**config.mk**
```make
export PLATFORM = sky130hd
export DESIGN_NAME = pgm_rom_ddram_writer
export DESIGN_NICKNAME = d
export VERILOG_FILES = /design/src/rtl/pgm_rom_ddram_writer.sv
export SDC_FILE = /design/constraint.sdc
export NUM_CORES = 1
export LEC_CHECK = 0
export BUFFER_PORTS_ARGS = -buffer_cell sky130_fd_sc_hd__buf_2
export CORE_MARGIN = 5
export CORE_UTILIZATION = 40
export DETAILED_ROUTE_END_ITERATION = 10
export MAX_ROUTING_LAYER = met4
export PLACE_DENSITY = 0.64
export SYNTH_ARGS = -nofsm -noshare
export SYNTH_HDL_FRONTEND = slang
export SYNTH_SLANG_ARGS = --single-unit
```
**constraint.sdc**
```tcl
create_clock -name CLK_50M -period 8.9 [get_ports CLK_50M]
set_input_delay 0.445 -clock CLK_50M [delete_from_list [all_inputs] [get_ports CLK_50M]]
set_output_delay 0.445 -clock CLK_50M [all_outputs]
set_load 0.1 [all_outputs]
```
**src/rtl/pgm_rom_ddram_writer.sv**
```systemverilog
// pgm_rom_ddram_writer: packs 16-bit ioctl ROM words into 64-bit DDRAM beats.
// A one-entry skid register holds a word that arrives while a beat is being launched
// or written. ioctl_wait holds off hps_io until the skid register is empty again.
module pgm_rom_ddram_writer #(
    parameter logic [7:0]  ROM_INDEX = 8'd0,
    parameter logic [28:0] BASE_ADDR = 29'h0300000
) (
    input  logic        CLK_50M,
    input  logic        RESET,
    input  logic        ioctl_download,
    input  logic        ioctl_wr,
    input  logic [26:0] ioctl_addr,
    input  logic [15:0] ioctl_dout,
    input  logic [7:0]  ioctl_index,
    output logic        ioctl_wait,
    input  logic        DDRAM_BUSY,
    output logic [28:0] DDRAM_ADDR,
    output logic [3:0]  DDRAM_BURSTCNT,
    output logic [63:0] DDRAM_DIN,
    output logic [7:0]  DDRAM_BE,
    output logic        DDRAM_WE,
    output logic        rom_loaded
);

    localparam int unsigned AW  = 29;   // DDRAM beat address width
    localparam int unsigned DW  = 64;   // beat data width
    localparam int unsigned MW  = 8;    // byte-enable width
    localparam int unsigned WW  = 16;   // ioctl word width
    localparam int unsigned WAW = 26;   // ioctl word address width

    typedef enum logic [2:0] {
        S_IDLE,
        S_COLLECT,
        S_WRITE,
        S_FLUSH,
        S_DONE
    } state_t;

    state_t          state_q;
    logic            dl_q;
    logic [DW-1:0]   buf_q;
    logic [MW-1:0]   mask_q;
    logic [AW-1:0]   addr_q;
    logic            skid_q;
    logic [WAW-1:0]  skid_a_q;
    logic [WW-1:0]   skid_d_q;
    logic            we_q;
    logic            wait_q;
    logic            loaded_q;
    logic [AW-1:0]   ddr_addr_q;
    logic [DW-1:0]   ddr_din_q;
    logic [MW-1:0]   ddr_be_q;

    logic            acc_c;
    logic [WAW-1:0]  in_a_c;
    logic [WW-1:0]   in_d_c;
    logic [AW-1:0]   in_beat_c;
    logic [1:0]      in_lane_c;
    logic [DW-1:0]   merge_buf_c;
    logic [MW-1:0]   merge_mask_c;
    logic            unused_addr0_c;

    // Byte address bit 0 is always zero for word transfers
    assign unused_addr0_c = ioctl_addr[0];

    assign acc_c     = ioctl_wr & ioctl_download & (ioctl_index == ROM_INDEX);
    // A parked skid word is always older than a live strobe, so it is consumed first
    assign in_a_c    = skid_q ? skid_a_q : ioctl_addr[26:1];
    assign in_d_c    = skid_q ? skid_d_q : ioctl_dout;
    assign in_beat_c = BASE_ADDR + AW'(in_a_c[WAW-1:2]);
    assign in_lane_c = in_a_c[1:0];

    // Held beat with the incoming word merged into its lane
    always_comb begin
        merge_buf_c  = buf_q;
        merge_mask_c = mask_q;
        merge_buf_c[{in_lane_c, 4'b0000} +: WW] = in_d_c;
        merge_mask_c[{in_lane_c, 1'b0} +: 2]    = 2'b11;
    end

    // Download sequencer, beat buffer, skid register and registered DDRAM outputs
    always_ff @(posedge CLK_50M) begin
        if (RESET) begin
            state_q    <= S_IDLE;
            dl_q       <= 1'b0;
            buf_q      <= '0;
            mask_q     <= '0;
            addr_q     <= '0;
            skid_q     <= 1'b0;
            skid_a_q   <= '0;
            skid_d_q   <= '0;
            we_q       <= 1'b0;
            wait_q     <= 1'b0;
            loaded_q   <= 1'b0;
            ddr_addr_q <= '0;
            ddr_din_q  <= '0;
            ddr_be_q   <= '0;
        end else begin
            dl_q <= ioctl_download;
            case (state_q)
                S_IDLE: begin
                    wait_q <= 1'b0;
                    if (ioctl_download && !dl_q && (ioctl_index == ROM_INDEX)) begin
                        state_q  <= S_COLLECT;
                        loaded_q <= 1'b0;
                        buf_q    <= '0;
                        mask_q   <= '0;
                        skid_q   <= 1'b0;
                    end
                end
                S_COLLECT: begin
                    if (!ioctl_download && !skid_q) begin
                        // Download over: write any partial beat, then finish
                        if (mask_q != '0) begin
                            we_q       <= 1'b1;
                            ddr_addr_q <= addr_q;
                            ddr_din_q  <= buf_q;
                            ddr_be_q   <= mask_q;
                            state_q    <= S_FLUSH;
                            wait_q     <= 1'b1;
                        end else begin
                            state_q <= S_DONE;
                            wait_q  <= 1'b0;
                        end
                    end else if (skid_q || acc_c) begin
                        if ((mask_q != '0) && (in_beat_c != addr_q)) begin
                            // Word belongs to another beat: launch the held one, park the word
                            we_q       <= 1'b1;
                            ddr_addr_q <= addr_q;
                            ddr_din_q  <= buf_q;
                            ddr_be_q   <= mask_q;
                            state_q    <= S_WRITE;
                            wait_q     <= 1'b1;
                            if (!skid_q) begin
                                skid_q   <= 1'b1;
                                skid_a_q <= ioctl_addr[26:1];
                                skid_d_q <= ioctl_dout;
                            end
                        end else begin
                            buf_q  <= merge_buf_c;
                            mask_q <= merge_mask_c;
                            addr_q <= in_beat_c;
                            if (skid_q) begin
                                skid_q <= acc_c;
                                if (acc_c) begin
                                    skid_a_q <= ioctl_addr[26:1];
                                    skid_d_q <= ioctl_dout;
                                end
                            end
                            if (in_lane_c == 2'd3) begin
                                we_q       <= 1'b1;
                                ddr_addr_q <= in_beat_c;
                                ddr_din_q  <= merge_buf_c;
                                ddr_be_q   <= merge_mask_c;
                                state_q    <= S_WRITE;
                                wait_q     <= 1'b1;
                            end else begin
                                wait_q <= skid_q & acc_c;
                            end
                        end
                    end else begin
                        wait_q <= 1'b0;
                    end
                end
                S_WRITE, S_FLUSH: begin
                    if (acc_c && !skid_q) begin
                        skid_q   <= 1'b1;
                        skid_a_q <= ioctl_addr[26:1];
                        skid_d_q <= ioctl_dout;
                    end
                    if (!DDRAM_BUSY) begin
                        // Beat accepted: drop WE and start a fresh buffer
                        we_q    <= 1'b0;
                        buf_q   <= '0;
                        mask_q  <= '0;
                        state_q <= (state_q == S_FLUSH) ? S_DONE : S_COLLECT;
                        wait_q  <= skid_q | acc_c;
                    end
                end
                S_DONE: begin
                    loaded_q <= 1'b1;
                    wait_q   <= 1'b0;
                    state_q  <= S_IDLE;
                end
                default: begin
                    state_q <= S_IDLE;
                end
            endcase
        end
    end

    assign ioctl_wait     = wait_q;
    assign DDRAM_WE       = we_q;
    assign DDRAM_ADDR     = ddr_addr_q;
    assign DDRAM_DIN      = ddr_din_q;
    assign DDRAM_BE       = ddr_be_q;
    assign DDRAM_BURSTCNT = 4'd1;
    assign rom_loaded     = loaded_q;

endmodule

```
======== After elaboration in Yosys (flattened, before gate mapping) ========
Index checks and enable logic that the tools add are counted.
storage, ports and cells
  logic and storage cells ................. 150
  bits in registers ....................... 252
  input bits .............................. 56
  output and inout port bits .............. 108
cells by class
  shift-type cells ........................ 4
  equality and inequality tests ........... 18
  add/subtract/negate cells ............... 3
  bitwise operators ....................... 6
  multiplexer cells ....................... 76
  reductions and logical operators ........ 29
operators with widths
  cell                       number
  $mux W64                   10
  $pmux W64 S3               1
  $mux W26                   7
  $mux W29                   5
  $mux W16                   7
  $mux W8                    10
  $bwmux W64                 1
  $shift A16 B8 Y64 const A  1
  $shiftx A16 B8 Y64         1
  $pmux W26 S2               1
  $pmux W16 S2               1
  $ne A25 B29 Y1             1
  $add A22 B24 Y25 const A   1
  $mux W3                    8
  $pmux W8 S3                1
  $mux W1                    18
  $ne A2 B2 Y1 const B       6
  $ne A3 B3 Y1 const B       4
  $reduce_and A4 Y1          3
  $reduce_and A6 Y1          2
  $reduce_and A5 Y1          2
  $pmux W3 S3                1
  $reduce_bool A3 Y1         3
  $bwmux W8                  1
  24 further kinds           40

======== Depth between registers and ports, before layout ========
Gate-level depths: netlist of run 1.
  depth in word-level cells ............... 8
  depth in mapped cells ................... 18
  gate-level depth less buffers ........... 10

======== Worst setup path after synthesis of run 1 ========
OpenSTA, ideal clock, no wires.
  kind .................................... register to register
  from .................................... register skid_q
  to ...................................... register buf_q[53]
  data required time ...................... 8.762 ns
  cell stages (with the launch flop) ...... 18
  buffers on the path ..................... 8
  slack ................................... 4.790 ns
  setup time .............................. 0.138 ns
  data arrival time ....................... 3.972 ns
  cell sequence ........................... dfxtp_1 > buf_4 > buf_4 > buf_2 > buf_1 > buf_1 > mux2i_1 > ha_1 > or4bb_1 > o311ai_1 > and3_1 > and4_1 > buf_4 > nor2_1 > buf_4 > a221oi_2 > buf_2 > o32ai_1
between the ends
  longest elaborated chain between the ends .. 8
ends and longest elaborated chain
  what                                                            RTL line  text
  start, declared                                                 44        logic skid_q;
  start signal, assigned                                          89        skid_q <= 1'b0;
  start signal, assigned                                          108       skid_q <= 1'b0;
  start signal, assigned                                          135       skid_q <= 1'b1;
  $mux W26                                                        --
  $neg A6 Y8                                                      77        merge_buf_c[{in_lane_c, 4'b0000} +: WW] = in_d_c;
  $shiftx A16 B8 Y64 / $shift A16 B8 Y64 (equally long branches)  77
  $bwmux W64                                                      77
  $mux W64                                                        126       if ((mask_q != '0) && (in_beat_c != addr_q)) begin
  $mux W64                                                        125       end else if (skid_q || acc_c) begin
  $mux W64                                                        112       if (!ioctl_download && !skid_q) begin
  $pmux W64 S3                                                    100       case (state_q)
  end signal, assigned                                            140       buf_q <= merge_buf_c;
  end, declared                                                   41        logic [DW-1:0] buf_q;
Several ways; a longest one is shown, not always the timed one. The select of a mux whose other input is x is not followed.
A chain may end at the register's enable or synchronous reset.

======== Worst setup path after layout of run 1 ========
  from .................................... register skid_q
  to ...................................... register ddr_din_q[46], in the netlist DDRAM_DIN[46]
between the ends
  longest elaborated chain between the ends .. 8
ends and longest elaborated chain
  what                                                            RTL line  text
  $mux W26                                                        --
  $neg A6 Y8                                                      77
  $shiftx A16 B8 Y64 / $shift A16 B8 Y64 (equally long branches)  77
  $bwmux W64                                                      77
  $mux W64                                                        150       if (in_lane_c == 2'd3) begin
  $mux W64                                                        126
  $mux W64                                                        125
  $mux W64                                                        112
  end signal, assigned                                            117       ddr_din_q <= buf_q;
  end signal, assigned                                            130       ddr_din_q <= buf_q;
  end signal, assigned                                            153       ddr_din_q <= merge_buf_c;
  end, declared                                                   51        logic [DW-1:0] ddr_din_q;
Several ways; a longest one is shown, not always the timed one. The select of a mux whose other input is x is not followed.

==> results.yml, run 1 <==
job:
  max-cap-violations: 0
clocking:
  insertion_delay_ps: 550
  clock_sinks: 244
  holdBufCountCts: 0
  cts_buffers: 27
  ctsLongestPathBuffers: 3
  cts_tree: "yes"
  cts_resized: 0
  htreeDepth: 1
  cts_root_buf: "clkbuf_16"
  clkSlewWorstSetupHoldPaths_ps: 60
  post-cts-setup-buffer-count: 0
yosys:
  synth_mux_area_share_pct: 4.34
  syn_inst: 1264
  syn-cell-area_sq_um: 11100
  yosysTopAreaCell: "dfxtp_1"
  synth.distinct_cells: 63
  synth_top_area_share_pct: 44.1
  yosys.area_share.simple_pct: 15.8
  synth_xor_area_share_pct: 2.18
  ys_seq_area_share_pct: 44.1
  synth_top_family_by_area: "compound AO/OA/AOI/OAI gates"
  synth_adder_area_share_pct: 0.790
  synth-seq-cells: 244
  synth_edf_count: 0
  synth_area_leaders: "dfxtp_1 44%, a221oi_1 5.1%, o32ai_1 5.1%"
  synth_compound_area_share_pct: 25.0
  async_flop_share_pct: 0
  synthFlopType: "dfxtp_1"
  yosysWarnings: 0
  syn_area_per_cell_sq_um: 8.77
worst_setup_path:
  critPathMaxFanout: 77
  required_ps: 9360
  startpoint_type: "register"
  ff2ff_setup_slack_ps: 3770
  r2r_start: "skid_q"
  setup.worst_path.end_class: "register"
  worstPathArrival_ps: 5600
  reg2reg_depth: 10
  critPathKind: "register to register"
  r2r_end: "DDRAM_DIN[46]"
global_route:
  grtUsageMet3_pct: 3.25
  antenna_found_initial: 5
  grt_usage_pct: 20.7
  grt_pass1_wl_um: 51600
  grt_max_degree: 103
  gr-usage-met2_pct: 30.1
  use_met1_pct: 29.5
  gr-max-usage-layer: "met2"
  overflow: 0
  grt_pass1_vias: 9225
min_path:
  hold_start: "ioctl_dout[0]"
  min_path_type: "input pin to register"
  whs_path_depth: 3
  min_to: "skid_d_q[0]"
sta:
  fmax_mhz: 195
  whs_ps: 178
  slew_headroom_pct: 15.3
  hold_violations: 0
  finClkSkew_ps: 23.8
  fin_crit_ps: 5130
  post-route-period-util_pct: 57.7
  tightestPinTransition_ps: 1270
  slew_viol_final: 0
  setup_viol: 0
  fin_setup_tns_ps: 0
  rsz0062_at_grt: "false"
floorplan:
  die_width_um: 176
  dieArea_sq_um: 31100
  pin_count: 164
  die_h_um: 176
  initial_utilization_pct: 40.2
  rows: 61
  coreArea_sq_um: 27600
route:
  vias_per_cell: 5.74
  drt_iter0_drc: 774
  first_pass_iters: 5
  route.detailed.drc: 0
  ant_nets: 0
  vias: 10000
  wl_per_cell_um: 18.7
  routed_wl_um: 32700
pwr:
  combPwrFrac_pct: 5.4
  power_frac_clock_pct: 49.7
  ir_drop_mv: 0.137
  p_seq_share_pct: 44.9
  p_leak_nw: 4.66
  power.density_nw_per_um2: 188
  p_sw_mw: 0.561
  intPower_mw: 1.87
  p_sw_share_pct: 23.0
layout:
  final_common_cell: "dfxtp_1"
  layout_common_cells: "243 x dfxtp_1, 153 x buf_2, 119 x nor2_1"
  nNetsFinal: 1409
  area.growth.synth_to_final_pct: 17.0
  drive_gt1_share_pct: 18.5
  fillers: 2708
outcome:
  run_status: "complete, no violations"
placement:
  portBuffers: 154
  place_congestion: 0.882
  dpl.hpwl_um: 21200
## metrics by stage
stage / cells / util [%] / power [mW] / cell area [sq um] / worst slack (ps)
global route: 1750 / 47.1 / 2.51 / 13000 / 3360
floorplan: 1270 / - / 1.21 / 11100 / 4790
detailed placement: 1695 / 43.5 / 1.25 / 12000 / 3920
finish: 1750 / 47.1 / 2.43 / 13000 / 3770
CTS: 1745 / 47.0 / 2.45 / 13000 / 3860
global placement: 1695 / 43.5 / 1.25 / 12000 / 3940
## layer usage
layer  part of all wire (%)  vias to the layer above  wire length [um]
li1                       -                     4829                 -
met1                     46                     4817             15200
met2                     44                      343             14400
met3                    6.9                       56              2260
met4                    2.8                        0               922
met5                      0                        -                 0
## area by class of cell
class                   instances  area [sq um]  area share [%]
flip-flops and latches        244          4890            37.7
inverters                      73           274            2.11
repair buffers                174           927            7.15
clock buffers                  39           801            6.18
clock inverters                11           174            1.34
diodes                          5          12.5          0.0965
well taps                     378           473            3.65
multi-input cells             826          5420            41.8
## synthesized netlist by cell type (all sizes together), types with 2 or more instances
cell type,n
nand4,2
nor3,75
nor2,119
ha,7
o211ai,46
or2,17
dfxtp,244
nor2b,8
conb,2
and2,3
nand3b,3
or4,3
a21oi,80
a221oi,69
buf,52
o32ai,65
nand3,52
a22o,24
and4,3
nor4,11
mux2i,48
nor4bb,2
a311oi,2
and3,3
nand2b,4
o31ai,3
xnor2,22
o21ai,51
clkbuf,75
inv,73
or3,5
nand2,33
xor2,3
a211oi,26
nor3b,8
## worst max path at each step
stage,start,to,slack (ps)
floorplan,skid_q,buf_q[53],4790
global placement,skid_q,DDRAM_DIN[14],3940
detailed placement,skid_q,DDRAM_DIN[46],3920
CTS,skid_q,DDRAM_DIN[46],3860
global route,skid_q,DDRAM_DIN[0],3360
finish,skid_q,DDRAM_DIN[46],3770
## power groups by stage
stage	sequential, mW	clock [mW]	combinational (mW)
after global routing	1.09	1.28	0.142
after global placement	1.12	0	0.129
final	1.09	1.21	0.132
after CTS	1.09	1.23	0.131
after floorplan	1.12	0	0.0880
after detailed placement	1.12	0	0.130
## sequential cells by signal, summed over array words and instances, names as in the netlist
register / count
DDRAM_ADDR: 25
dl_q: 1
mask_q: 8
rom_loaded: 1
DDRAM_WE: 1
DDRAM_DIN: 64
skid_d_q: 16
skid_a_q: 26
buf_q: 64
skid_q: 1
DDRAM_BE: 8
ioctl_wait: 1
state_q: 3
addr_q: 25
## cells by family after synthesis
kind of cell	after synthesis
other cells	2
compound gates	380
flops	244
mux	48
fa+ha+maj	7
xor+xnor	26
simple gates	357
buf+inv	200
## critical path: stages (launching register included)
cell and delay [ps]:
dfxtp_4 580, buf_4 670, mux2i_1 490, xnor2_1 160, nor4_1 300, nand4_1 240, o41ai_1 760, and2_2 560
buf_4 740, a221oi_1 200, nor3_1 240
Note: power is estimated with default switching activity, not from simulation.
==> inputs of run 2 (changes only) <==
--- a/config.mk
+++ b/config.mk
@@ -10,7 +10,7 @@
 export CORE_UTILIZATION = 40
 export DETAILED_ROUTE_END_ITERATION = 10
 export MAX_ROUTING_LAYER = met4
-export PLACE_DENSITY = 0.64
+export PLACE_DENSITY = 0.67
 export SYNTH_ARGS = -nofsm -noshare
 export SYNTH_HDL_FRONTEND = slang
 export SYNTH_SLANG_ARGS = --single-unit
==> constraint.sdc (replaced) <==
create_clock -name CLK_50M -period 4.4 [get_ports CLK_50M]
set_input_delay 0.22 -clock CLK_50M [delete_from_list [all_inputs] [get_ports CLK_50M]]
set_output_delay 0.22 -clock CLK_50M [all_outputs]
set_load 0.1 [all_outputs]
==> run 2 against run 1 <==
  * Critical path depth is 2 lower
  * Largest power group unchanged
  * Clock skew is 4.4 ps lower
  * Sequential share of layout area is 1.4 points lower
  * Largest cell class unchanged
==> results.yml, run 2 (same netlist as run 1, synthesis figures left out) <==
outcome:
  run_status: "complete, no violations"
worst_setup_path:
  slowest_delay_ps: 680
  setup.worst_path.end_class: "register"
  slowest_stage: "nor2_1"
  critPathKind: "register to register"
  path_cells: "mux2i_1 -> ha_1 -> xnor3_1 -> and3_1 -> and4_1 -> nor2_1 -> or3_1 -> o32ai_1"
  critPathMaxFanout: 24
  worstPathArrival_ps: 4370
  required_ps: 4770
  startpoint_type: "register"
floorplan:
  die_h_um: 176
  die_width_um: 176
  rows: 61
  initial_utilization_pct: 40.2
  coreArea_sq_um: 27600
  pin_count: 164
  dieArea_sq_um: 31100
placement:
  place_inst: 1707
  dpl.hpwl_um: 21300
  portBuffers: 154
  place_congestion: 0.894
pwr:
  p_sw_mw: 1.11
  p_sw_share_pct: 22.7
  combPwrFrac_pct: 6.1
  ir_drop_mv: 0.289
  power_frac_clock_pct: 48.5
  p_seq_share_pct: 45.3
  intPower_mw: 3.77
  power.density_nw_per_um2: 362
  p_leak_nw: 4.89
global_route:
  grt_max_degree: 140
  grt_pass1_wl_um: 51900
  overflow: 0
  use_met1_pct: 29.1
  gr-max-usage-layer: "met2"
  gr-usage-met2_pct: 32.0
  antenna_found_initial: 1
  grt_usage_pct: 20.7
  grt_pass1_vias: 9396
  grtUsageMet3_pct: 2.91
clocking:
  htreeDepth: 1
  cts_resized: 0
  clkSlewWorstSetupHoldPaths_ps: 70
  cts_buffers: 27
  insertion_delay_ps: 540
  holdBufCountCts: 42
  cts_root_buf: "clkbuf_16"
  cts_tree: "yes"
  ctsLongestPathBuffers: 3
  clock_sinks: 244
  post-cts-setup-buffer-count: 0
sta:
  slew_viol_final: 0
  slew_headroom_pct: 19.4
  fmax_mhz: 250
  rsz0062_at_grt: "false"
  fin_crit_ps: 4000
  fin_setup_tns_ps: 0
  hold_violations: 0
  whs_ps: 38.9
  finClkSkew_ps: 19.4
  tightestPinTransition_ps: 1210
  post-route-period-util_pct: 90.8
  setup_viol: 0
layout:
  final_cells: 1800
  nNetsFinal: 1463
  area.growth.synth_to_final_pct: 21.6
  drive_gt1_share_pct: 18.4
  final_common_cell: "dfxtp_1"
  layout_common_cells: "243 x dfxtp_1, 153 x buf_2, 119 x nor2_1"
route:
  vias: 10200
  first_pass_iters: 5
  routed_wl_um: 32800
  wl_per_cell_um: 18.2
  ant_nets: 0
  route.detailed.drc: 0
  vias_per_cell: 5.67
  drt_iter0_drc: 802
min_path:
  min_path_type: "input pin to register"
job:
  max-cap-violations: 0
## run 2: area by class of cell
cell class,instances,area (sq um)
sequential,244,4890
antenna,1,2.50
clock inverter,10,134
timing repair buffer,228,1490
tap,378,473
inverter,73,274
fill,2633,14100
multi-input combinational,826,5410
clock buffer,40,816
## run 2: power by group through the flow
stage | Clock [mW] | Sequential (mW) | Combinational, mW
after floorplan | 0 | 2.26 | 0.178
after global placement | 0 | 2.26 | 0.262
after detailed placement | 0 | 2.26 | 0.264
after CTS | 2.41 | 2.21 | 0.295
after global routing | 2.50 | 2.21 | 0.322
final | 2.37 | 2.21 | 0.299
## run 2: stage by stage
stage	setup slack [ps]	utilization (%)	total power, mW	instance area [sq um]
after floorplan	290	-	2.44	11100
after global placement	576	43.9	2.52	12100
after detailed placement	455	43.9	2.52	12100
after CTS	429	48.9	4.92	13500
after global routing	174	48.9	5.03	13500
final	403	48.9	4.88	13500
## run 2: worst max-delay path, delay by kind of cell (launching register included)
kind | cells | cell delay, ps
and+or+nand+nor | 4 | 1870
xor gates and xnor gates | 1 | 350
adders and majority gates | 1 | 360
muxes | 1 | 410
DFF | 1 | 630
AOI/OAI and AO/OA | 1 | 200
## run 2: metal layers
layer,vias to the layer above,wire [um]
met4,0,609
met2,393,15000
li1,4950,-
met1,4830,14900
met3,35,2300
met5,-,0
## run 2: worst paths after layout
check	startpoint	end	slack, ps	depth (start not counted)
worst min register to register	DDRAM_ADDR[19]	DDRAM_ADDR[19]	450	2
worst max register to register	skid_q	buf_q[58]	400	8
worst max-delay path	skid_q	buf_q[58]	400	8
worst min-delay path	ioctl_download	dl_q	40	2
